`src/rtl/eth_pktgen_pkg.sv`:
```
// Shared types and constants for the multi-channel Ethernet test-frame generator.
package eth_pktgen_pkg;

  typedef enum logic [1:0] {IDLE, FRAME, GAP} state_e;

  localparam int          ETH_MIN_LEN    = 60;
  localparam logic [15:0] ETHERTYPE_TEST = 16'h88B5;
  localparam int          HDR_BYTES      = 22;

  // Byte enables for the last beat; a remainder of 0 means the beat is full.
  function automatic logic [7:0] keep_from_len(input logic [2:0] rem);
    logic [7:0] k;
    k = 8'hFF;
    if (rem != 3'd0) k = 8'(9'h001 << rem) - 8'h01;
    return k;
  endfunction

endpackage

```
`src/rtl/eth_pktgen_beat.sv`:
```
// Forms one 64-bit beat (data, keep, last) of a test frame and registers it on load.
module eth_pktgen_beat
  import eth_pktgen_pkg::*;
#(
  parameter int          LEN_W   = 14,
  parameter int          CH_W    = 2,
  parameter logic [47:0] DST_MAC = 48'hFFFF_FFFF_FFFF,
  parameter logic [47:0] SRC_MAC = 48'h0200_0000_0000
) (
  input  logic             clk_i,
  input  logic             rst_n_i,
  input  logic             load_i,
  input  logic [LEN_W-4:0] beat_i,
  input  logic [LEN_W-1:0] len_i,
  input  logic [CH_W-1:0]  ch_i,
  input  logic [31:0]      seq_i,
  output logic [63:0]      tdata_o,
  output logic [7:0]       tkeep_o,
  output logic             tlast_o
);
  localparam int BW = LEN_W - 3;

  logic [63:0] data_d;
  logic [7:0]  keep_d;
  logic [BW-1:0] last_beat;
  logic        is_last;

  function automatic logic [7:0] byte_at(input logic [LEN_W-1:0] b, input logic [LEN_W-1:0] len,
                                         input logic [7:0] ch, input logic [31:0] seq);
    logic [7:0]  v;
    logic [15:0] len16;
    int          i;
    len16 = 16'(len);
    i     = int'(b[4:0]);
    v     = b[7:0];
    if (b < LEN_W'(HDR_BYTES)) begin
      if (i < 6)        v = 8'(DST_MAC >> (8 * (5 - i)));
      else if (i < 12)  v = 8'(SRC_MAC >> (8 * (11 - i))) | ((i == 11) ? ch : 8'h00);
      else if (i == 12) v = ETHERTYPE_TEST[15:8];
      else if (i == 13) v = ETHERTYPE_TEST[7:0];
      else if (i == 14) v = ch;
      else if (i == 15) v = 8'h00;
      else if (i < 20)  v = 8'(seq >> (8 * (19 - i)));
      else if (i == 20) v = len16[15:8];
      else              v = len16[7:0];
    end
    if (b >= len) v = 8'h00;
    return v;
  endfunction

  always_comb begin
    data_d = '0;
    for (int n = 0; n < 8; n++)
      data_d[8*n +: 8] = byte_at({beat_i, 3'(n)}, len_i, 8'(ch_i), seq_i);
  end

  assign last_beat = BW'((len_i - 1'b1) >> 3);
  assign is_last   = (beat_i == last_beat);
  assign keep_d    = is_last ? keep_from_len(len_i[2:0]) : 8'hFF;

  always_ff @(posedge clk_i or negedge rst_n_i) begin
    if (!rst_n_i) begin
      tdata_o <= '0;
      tkeep_o <= '0;
      tlast_o <= 1'b0;
    end else if (load_i) begin
      tdata_o <= data_d;
      tkeep_o <= keep_d;
      tlast_o <= is_last;
    end
  end

endmodule

```
`src/rtl/eth_pktgen_mc.sv`:
```
// Multi-channel Ethernet test-frame generator: round-robin channels, per-channel sequence numbers.
// state | meaning
// IDLE  | no run active; waiting for start
// FRAME | presenting the beats of the current frame
// GAP   | counting idle cycles after a frame's tlast
module eth_pktgen_mc
  import eth_pktgen_pkg::*;
#(
  parameter int          NUM_CH  = 4,
  parameter int          LEN_W   = 14,
  parameter int          IFG_W   = 28,
  parameter int          MAX_LEN = 9000,
  parameter logic [47:0] DST_MAC = 48'hFFFF_FFFF_FFFF,
  parameter logic [47:0] SRC_MAC = 48'h0200_0000_0000
) (
  input  logic             user_clk,
  input  logic             cold_reset_n,
  input  logic             start,
  input  logic             stop,
  input  logic [LEN_W-1:0] frame_len,
  input  logic [IFG_W-1:0] ifg_len,
  input  logic [31:0]      frame_count,
  output logic [63:0]      m_axis_tdata,
  output logic [7:0]       m_axis_tkeep,
  output logic             m_axis_tvalid,
  output logic             m_axis_tlast,
  input  logic             m_axis_tready,
  output logic             busy,
  output logic [31:0]      frames_sent
);
  localparam int CH_W = (NUM_CH > 1) ? $clog2(NUM_CH) : 1;
  localparam int BW   = LEN_W - 3;

  state_e           state_q;
  logic [LEN_W-1:0] len_q;
  logic [IFG_W-1:0] ifg_q, gap_cnt_q;
  logic [31:0]      cnt_q, frames_sent_q;
  logic [CH_W-1:0]  ch_q;
  logic [31:0]      seq_q [NUM_CH];
  logic [BW-1:0]    beat_q;
  logic             stop_pend_q, busy_q, tvalid_q;

  logic [LEN_W-1:0] len_clamped, ld_len;
  logic [CH_W-1:0]  ch_nxt, ld_ch;
  logic [31:0]      fs_inc, ld_seq;
  logic [BW-1:0]    ld_beat;
  logic             hs, last_hs, run_done, ld_en;

  always_comb begin
    len_clamped = frame_len;
    if (frame_len < LEN_W'(ETH_MIN_LEN))  len_clamped = LEN_W'(ETH_MIN_LEN);
    else if (frame_len > LEN_W'(MAX_LEN)) len_clamped = LEN_W'(MAX_LEN);
  end

  assign hs       = tvalid_q & m_axis_tready;
  assign last_hs  = hs & m_axis_tlast;
  assign ch_nxt   = (ch_q == CH_W'(NUM_CH - 1)) ? '0 : ch_q + 1'b1;
  assign fs_inc   = (frames_sent_q == '1) ? frames_sent_q : frames_sent_q + 32'd1;
  assign run_done = stop_pend_q | stop | ((cnt_q != '0) && (fs_inc >= cnt_q));

  // Decide which beat the output register loads next; seq for a back-to-back frame on
  // the same channel (NUM_CH=1) must already include this frame's increment.
  always_comb begin
    ld_en   = 1'b0;
    ld_beat = '0;
    ld_len  = len_q;
    ld_ch   = ch_q;
    ld_seq  = seq_q[ch_q];
    unique case (state_q)
      IDLE: if (start) begin
        ld_en  = 1'b1;
        ld_len = len_clamped;
      end
      FRAME: if (hs) begin
        if (!m_axis_tlast) begin
          ld_en   = 1'b1;
          ld_beat = beat_q + 1'b1;
        end else if ((ifg_q == '0) && !run_done) begin
          ld_en  = 1'b1;
          ld_ch  = ch_nxt;
          ld_seq = (ch_nxt == ch_q) ? seq_q[ch_q] + 32'd1 : seq_q[ch_nxt];
        end
      end
      GAP: if (!(stop | stop_pend_q) && (gap_cnt_q == IFG_W'(1))) ld_en = 1'b1;
      default: ;
    endcase
  end

  always_ff @(posedge user_clk or negedge cold_reset_n) begin
    if (!cold_reset_n) begin
      state_q       <= IDLE;
      len_q         <= '0;
      ifg_q         <= '0;
      gap_cnt_q     <= '0;
      cnt_q         <= '0;
      frames_sent_q <= '0;
      ch_q          <= '0;
      beat_q        <= '0;
      stop_pend_q   <= 1'b0;
      busy_q        <= 1'b0;
      tvalid_q      <= 1'b0;
      for (int i = 0; i < NUM_CH; i++) seq_q[i] <= '0;
    end else begin
      if (ld_en) beat_q <= ld_beat;
      unique case (state_q)
        IDLE: if (start) begin
          state_q       <= FRAME;
          busy_q        <= 1'b1;
          tvalid_q      <= 1'b1;
          len_q         <= len_clamped;
          ifg_q         <= ifg_len;
          cnt_q         <= frame_count;
          frames_sent_q <= '0;
          stop_pend_q   <= 1'b0;
        end
        FRAME: begin
          if (stop) stop_pend_q <= 1'b1;
          if (last_hs) begin
            frames_sent_q <= fs_inc;
            seq_q[ch_q]   <= seq_q[ch_q] + 32'd1;
            ch_q          <= ch_nxt;
            if (run_done) begin
              state_q     <= IDLE;
              busy_q      <= 1'b0;
              tvalid_q    <= 1'b0;
              stop_pend_q <= 1'b0;
            end else if (ifg_q != '0) begin
              state_q   <= GAP;
              tvalid_q  <= 1'b0;
              gap_cnt_q <= ifg_q;
            end
          end
        end
        GAP: begin
          if (stop || stop_pend_q) begin
            state_q     <= IDLE;
            busy_q      <= 1'b0;
            stop_pend_q <= 1'b0;
          end else if (gap_cnt_q == IFG_W'(1)) begin
            state_q  <= FRAME;
            tvalid_q <= 1'b1;
          end else begin
            gap_cnt_q <= gap_cnt_q - 1'b1;
          end
        end
        default: state_q <= IDLE;
      endcase
    end
  end

  eth_pktgen_beat #(
    .LEN_W  (LEN_W),
    .CH_W   (CH_W),
    .DST_MAC(DST_MAC),
    .SRC_MAC(SRC_MAC)
  ) u_beat (
    .clk_i  (user_clk),
    .rst_n_i(cold_reset_n),
    .load_i (ld_en),
    .beat_i (ld_beat),
    .len_i  (ld_len),
    .ch_i   (ld_ch),
    .seq_i  (ld_seq),
    .tdata_o(m_axis_tdata),
    .tkeep_o(m_axis_tkeep),
    .tlast_o(m_axis_tlast)
  );

  assign m_axis_tvalid = tvalid_q;
  assign busy          = busy_q;
  assign frames_sent   = frames_sent_q;

endmodule

```
`config.mk`:
```
export PLATFORM = sky130hd
export DESIGN_NAME = eth_pktgen_mc
export DESIGN_NICKNAME = d
export VERILOG_FILES = /design/src/rtl/eth_pktgen_pkg.sv /design/src/rtl/eth_pktgen_beat.sv /design/src/rtl/eth_pktgen_mc.sv
export SDC_FILE = /design/constraint.sdc
export NUM_CORES = 1
export LEC_CHECK = 0
export CAP_MARGIN = 20
export CELL_PAD_IN_SITES_DETAIL_PLACEMENT = 0
export CELL_PAD_IN_SITES_GLOBAL_PLACEMENT = 1
export CORE_UTILIZATION = 45
export CTS_BUF_LIST = sky130_fd_sc_hd__clkbuf_8
export CTS_CLUSTER_DIAMETER = 120
export DETAILED_ROUTE_END_ITERATION = 10
export PLACE_DENSITY = 0.85
export SYNTH_ARGS = -nofsm -noshare
export SYNTH_HDL_FRONTEND = slang
export SYNTH_HIERARCHICAL = 1
export SYNTH_SLANG_ARGS = --single-unit
```
`constraint.sdc`:
```
create_clock -name user_clk -period 14.3 [get_ports user_clk]
set_clock_uncertainty 0.1 [all_clocks]
set_input_delay 4.29 -clock user_clk [delete_from_list [all_inputs] [get_ports user_clk]]
set_output_delay 4.29 -clock user_clk [all_outputs]
set_load 0.1 [all_outputs]
```
---- Word level (Yosys, flattened, before mapping) ----
Index checks and enable logic that the tools add are counted.
W data, S select, Z words.
word-level totals
  register bits ........................... 353
  input bits .............................. 79
  word-level logic and storage cells ...... 275
cells by class
  $add $sub $neg .......................... 29
  magnitude comparators ................... 44
  eq/ne operators ......................... 20
  shift operators ......................... 23
  multiplexer cells ....................... 111
  bitwise logic cells ..................... 7
  reduce and logical (&&, ||, !) cells .... 23
operator list
  operator                 count
  $mux W32                 13
  $mux W8                  45
  $shr A42 B32 Y8 const A  8
  $shr A48 B32 Y8 const A  6
  $shr A32 B32 Y8          8
  $mux W28                 5
  $bmux W32 S2             2
  $bwmux W128              1
  $ge A14 B14 Y1           8
  $lt A14 B5 Y1 const B    8
  $add A32 B1 Y32 const B  2
  $demux W32 S2            1
  $pmux W32 S2             1
  $mux W14                 4
  $pmux W28 S2             1
  $sub A4 B5 Y6 const A    8
  $sub A5 B5 Y6 const A    8
  $lt A5 B4 Y1 const B     8
  $lt A5 B5 Y1 const B     8
  $sub A3 B5 Y6 const A    6
  $mux W11                 3
  $eq A32 B32 Y1 const B   1
  $ge A32 B32 Y1           1
  $reduce_bool A32 Y1      1
  other kinds (39)         100

---- Longest topological paths before layout ----
  depth after elaboration ................. 18
  depth in mapped cells ................... 22
  mapped depth without buffers ............ 19

---- Cells and area by module ----
Netlist, hierarchy kept.
by module, submodules not included
  module           times used  cells each  area each (um^2)  seq. area each (um^2)
  eth_pktgen_mc    1           1,763       16,494.6          7,006.7
  eth_pktgen_beat  1           435         4,086.4           1,826.8

---- Worst setup path after synthesis ----
Ideal clock, no wire load.
  kind .................................... in2reg
  start point ............................. input frame_len[12]
  end point ............................... register u_beat.tkeep_o[1]
  arrival ................................. 7.418 ns
  setup slack ............................. 6.639 ns
  stages .................................. 13
  buffers on the path ..................... 2
  cell sequence ........................... or3_1 > a41oi_1 > a31oi_1 > and2_1 > a22o_1 > buf_4 > or4_4 > buf_6 > nor3_2 > a31oi_1 > or4_4 > nor4_4 > a31oi_1
on the way
  longest elaborated chain between the ends .. 9
RTL lines
  item                                                     line                   text
  from (decl)                                              eth_pktgen_mc.sv:20    input logic [LEN_W-1:0] frame_len,
  $gt A14 B14 Y1                                           eth_pktgen_mc.sv:52    else if (frame_len > LEN_W'(MAX_LEN)) len_clamped = LEN_W'(MAX_LEN);
  $mux W14                                                 eth_pktgen_mc.sv:52
  $mux W14 (*)                                             eth_pktgen_mc.sv:51    if (frame_len < LEN_W'(ETH_MIN_LEN)) len_clamped = LEN_W'(ETH_MIN_LEN);
  $mux W14 (*)                                             eth_pktgen_mc.sv:70    IDLE: if (start) begin
  $mux W14 (*)                                             --
  via ld_len[0]                                            eth_pktgen_mc.sv:43    logic [LEN_W-1:0] len_clamped, ld_len;
  branches (longest 3 deep; another with $sub A14 B1 Y14)  --
  $mux W8 (*)                                              eth_pktgen_beat.sv:59  assign keep_d = is_last ? keep_from_len(len_i[2:0]) : 8'hFF;
  to (signal assigned)                                     eth_pktgen_beat.sv:68  tkeep_o <= keep_d;
  to (decl)                                                eth_pktgen_beat.sv:18  output logic [7:0] tkeep_o,
Mark *: on every way through the listed nets, which the timed path passes.
A chain may end at the register's enable or synchronous reset.

---- Worst setup path in the final report ----
  start point ............................. input frame_len[2]
  end point ............................... register u_beat.tdata_o[51]
RTL lines
  item                  line                   text
  $gt A14 B14 Y1        eth_pktgen_mc.sv:52
  $mux W14              eth_pktgen_mc.sv:52
  $mux W14 (*)          eth_pktgen_mc.sv:51
  $mux W14 (*)          eth_pktgen_mc.sv:70
  $mux W14 (*)          --
  via ld_len[4]         eth_pktgen_mc.sv:43
  $ge A14 B14 Y1 (*)    eth_pktgen_beat.sv:47  if (b >= len) v = 8'h00;
  $mux W8 (*)           eth_pktgen_beat.sv:47
  to (signal assigned)  eth_pktgen_beat.sv:67  tdata_o <= data_d;
  to (decl)             eth_pktgen_beat.sv:17  output logic [63:0] tdata_o,
Mark *: on every way through the listed nets, which the timed path passes. The rest lies on a longest branch.

==> metrics.yaml <==
cts_setup_buffers: 0
critical-path-slowest-cell: "nor3_1"
dp_slack_ns: 5.19
maxCapViolCount: 0
gr-max-usage-layer: "met2"
cp_num_buf_inv: 2
syn_to_final_growth_pct: 17.8
layoutNonFillerInstCount: 2980
finalMaxSlewViolations: 0
syn-num-nets: 2334
numPortBuffers: 185
final_util_pct: 54.2
num_io_pins: 186
fin_nets: 2473
fp.dieW_um: 216
cts_tree: "done"
antenna_found_initial: 0
cts_hold_buf: 0
grt-ovfl-total: 0
ctsResizeCount: 0
synth_top_cells_by_count: "353 x dfrtp_1, 249 x nand2_1, 211 x nor2_1, 184 x a21oi_1, 116 x clkbuf_1"
num_vias: 17900
hold_class: "register to register"
fmax_ghz: 0.116
num_rows: 77
period_needed_ns: 8.64
place_congestion: 0.890
p_per_area_nw_per_um2: 192
yosys-top-cells-area: "dfrtp_1 43%, mux4_2 6.9%, nand2_1 4.5%"
grt_max_degree: 177
synth_top_area_share_pct: 42.9
fin_crit_sh_pct: 60.4
multi_input_area_um2: 10700
routedWlPerCell_um: 20.5
setup_slack_ns: 5.66
hpwl_um: 40300
start_util_pct: 46.0
clk_latency_ns: 0.64
dieArea_um2: 46600
relSlewSlack_pct: 16.6
cp.required_ns: 14.78
root_buffer: "clkbuf_8"
die_y_um: 216
rsz0062_at_grt: "false"
synth_most_common_cell: "dfrtp_1"
synth-seq-cells: 353
syn_area_per_cell_um2: 9.36
worstSetupStartpointType: "input pin"
worstMarginPinSlew_ns: 1.24
p_leak_nw: 10.6
grt_pass1_wl_um: 97300
yosys_warnings: 6
run_status: "complete, no violations"
path_clk_slew_ns: 0.06
slowest_delay_ns: 0.73
drt-total-wl_um: 61000
drive_gt1_share_pct: 11.7
p_total_mw: 4.67
crit_chain: "clkdlybuf4s50_1 -> o31a_1 -> o21ai_0 -> a21oi_1 -> o21ai_1 -> nand2_1 -> a21oi_1 -> inv_1 -> ha_1 -> a21oi_1 -> o21ai_0 -> o21ai_0 -> o211ai_1 -> nor3_1 -> a32o_1"
drtAntennaViolNets: 0
synth_cells: 2198
ys_types: 84
cp_top_family: "compound AO/OA/AOI/OAI gates"
ys.flop_type: "dfrtp_1"
drcViolationCount: 0
endpoint_kind: "register"
setup_violations: 0
synth_top_area_cell: "dfrtp_1"
synth-edff-count: 0
htree_levels: 3
use_met1_pct: 35.8
grt_usage_pct: 26.1
numPlacedInstances: 2859
core_area_um2: 44700
met3_usage_pct: 4.06
first_global_vias: 17600
timing.setup.critical_path_class: "input pin to register"
nFillCells: 4054
final-seq-area_um2: 8830
cts_buffers: 66
critPathArrivalTime_ns: 9.13
fin_setup_tns_ns: 0
hold_viol_final: 0
ys_seq_area_share_pct: 42.9
synthArstFlopShare_pct: 100
met2_usage_pct: 41.4
via_per_inst: 6.02
clock_path_buffers: 3
peakVddDrop_uv: 319
antenna_cells: 0
drt_iter0_drc: 1472
cts_sinks: 353
first_pass_iters: 5
crit_fanout: 11
syn-cell-area_um2: 20600
## sequential cells by signal (all words and copies together), names as in the netlist
register        count
u_beat/tkeep_o      8
u_beat/tlast_o      1
len_q              14
busy                1
m_axis_tvalid       1
beat_q             11
gap_cnt_q          28
frames_sent        32
ifg_q              28
cnt_q              32
stop_pend_q         1
seq_q             128
u_beat/tdata_o     64
state_q             2
ch_q                2
## area by class of cell
cell class              instances  area share, %
well taps                     592           3.05
flip-flops and latches        353           36.4
repair buffers                218           8.90
clock inverters                32          0.753
clock buffers                  87           4.94
multi-input cells            1584           44.2
inverters                     114           1.76
## cell usage in the layout (no fill, tap or decap), types with 7 or more instances in the layout
master             n
a21o_1            14
a21oi_1          183
a22o_1            32
a31oi_1           37
a32o_1             7
a41oi_1           25
and2_1             9
and3_1            49
and4_1            10
buf_4             30
clkbuf_8          87
clkdlybuf4s50_1  184
clkinv_2          11
dfrtp_1          352
ha_1              57
inv_1            127
mux2_2            30
mux4_2            63
nand2_1          249
nand2b_1          13
nand3_1           68
nand4_1           36
nor2_1           209
nor2b_1            9
nor3_1            47
nor4_1            26
o211ai_1          27
o21a_1             7
o21ai_0          107
o21ai_1           12
o2bb2ai_1         24
o31ai_1           14
o32ai_1           28
or2_2              9
or3_1             11
or4_1              8
xnor2_1           40
xor2_1            35
## path summary, 6_finish.rpt
| check | from | to | slack (ns) | cells after the start |
|---|---|---|---|---|
| min in group asynchronous | cold_reset_n | frames_sent[7] | 3.51 | 1 |
| min | u_beat/tkeep_o[0] | u_beat/tkeep_o[0] | 0.37 | 1 |
| max in group asynchronous | cold_reset_n | seq_q[88] | 8.44 | 3 |
| min reg2reg | u_beat/tkeep_o[0] | u_beat/tkeep_o[0] | 0.37 | 1 |
| max | frame_len[2] | u_beat/tdata_o[51] | 5.66 | 15 |
| max reg2reg | frames_sent[13] | u_beat/tkeep_o[4] | 7.50 | 21 |
## cell families (layout without fill, tap and decap cells)
family,Yosys count,in the layout,synth area share (%)
AND/OR/NAND/NOR,790,790,18.5
buffers and inverters,261,451,5.25
XOR/XNOR,82,82,3.74
multiplexers,98,98,8.78
flip-flops,353,353,42.9
AO/OA/AOI/OAI,557,557,17.4
adder cells (fa/ha/maj),57,57,3.47
## worst reg2reg max path: stages, from the launching register on
cell and delay, ns:
dfrtp_1 0.55, and4_1 0.35, nand4_1 0.36, nor3_1 0.54, or4b_1 0.60, nor2_1 0.16, xor2_1 0.23, ha_1 0.27
nand4_1 0.16, nor2_1 0.06, a221oi_1 0.39, nand3_1 0.15, o22ai_2 0.20, buf_4 0.31, a21oi_1 0.13, buf_4 0.20
clkinv_1 0.06, buf_4 0.53, nand2_1 0.13, or4_4 0.55, nor4_4 0.48, a31oi_1 0.16
## layer usage
metal  part of all wire, %  routed length, um
met1                    44              26700
met2                    47              28600
met3                   5.8               3560
met4                   3.4               2090
met5                     0                  0
## report_power, final
group	switching (mW)	internal [mW]	leakage, nW
Combinational	1.55	0.642	5.24
Clock	0.450	0.565	0.776
Sequential	0.203	1.25	4.57
## through the flow
stage	area (um2)	hold WS, ns
2_1_floorplan	20600	0.335
3_3_place_gp	22800	0.363
3_5_place_dp	22800	0.354
4_1_cts	24200	0.376
5_1_grt	24200	0.395
6_report	24200	0.370
Note: power is estimated with default switching activity, not from simulation.
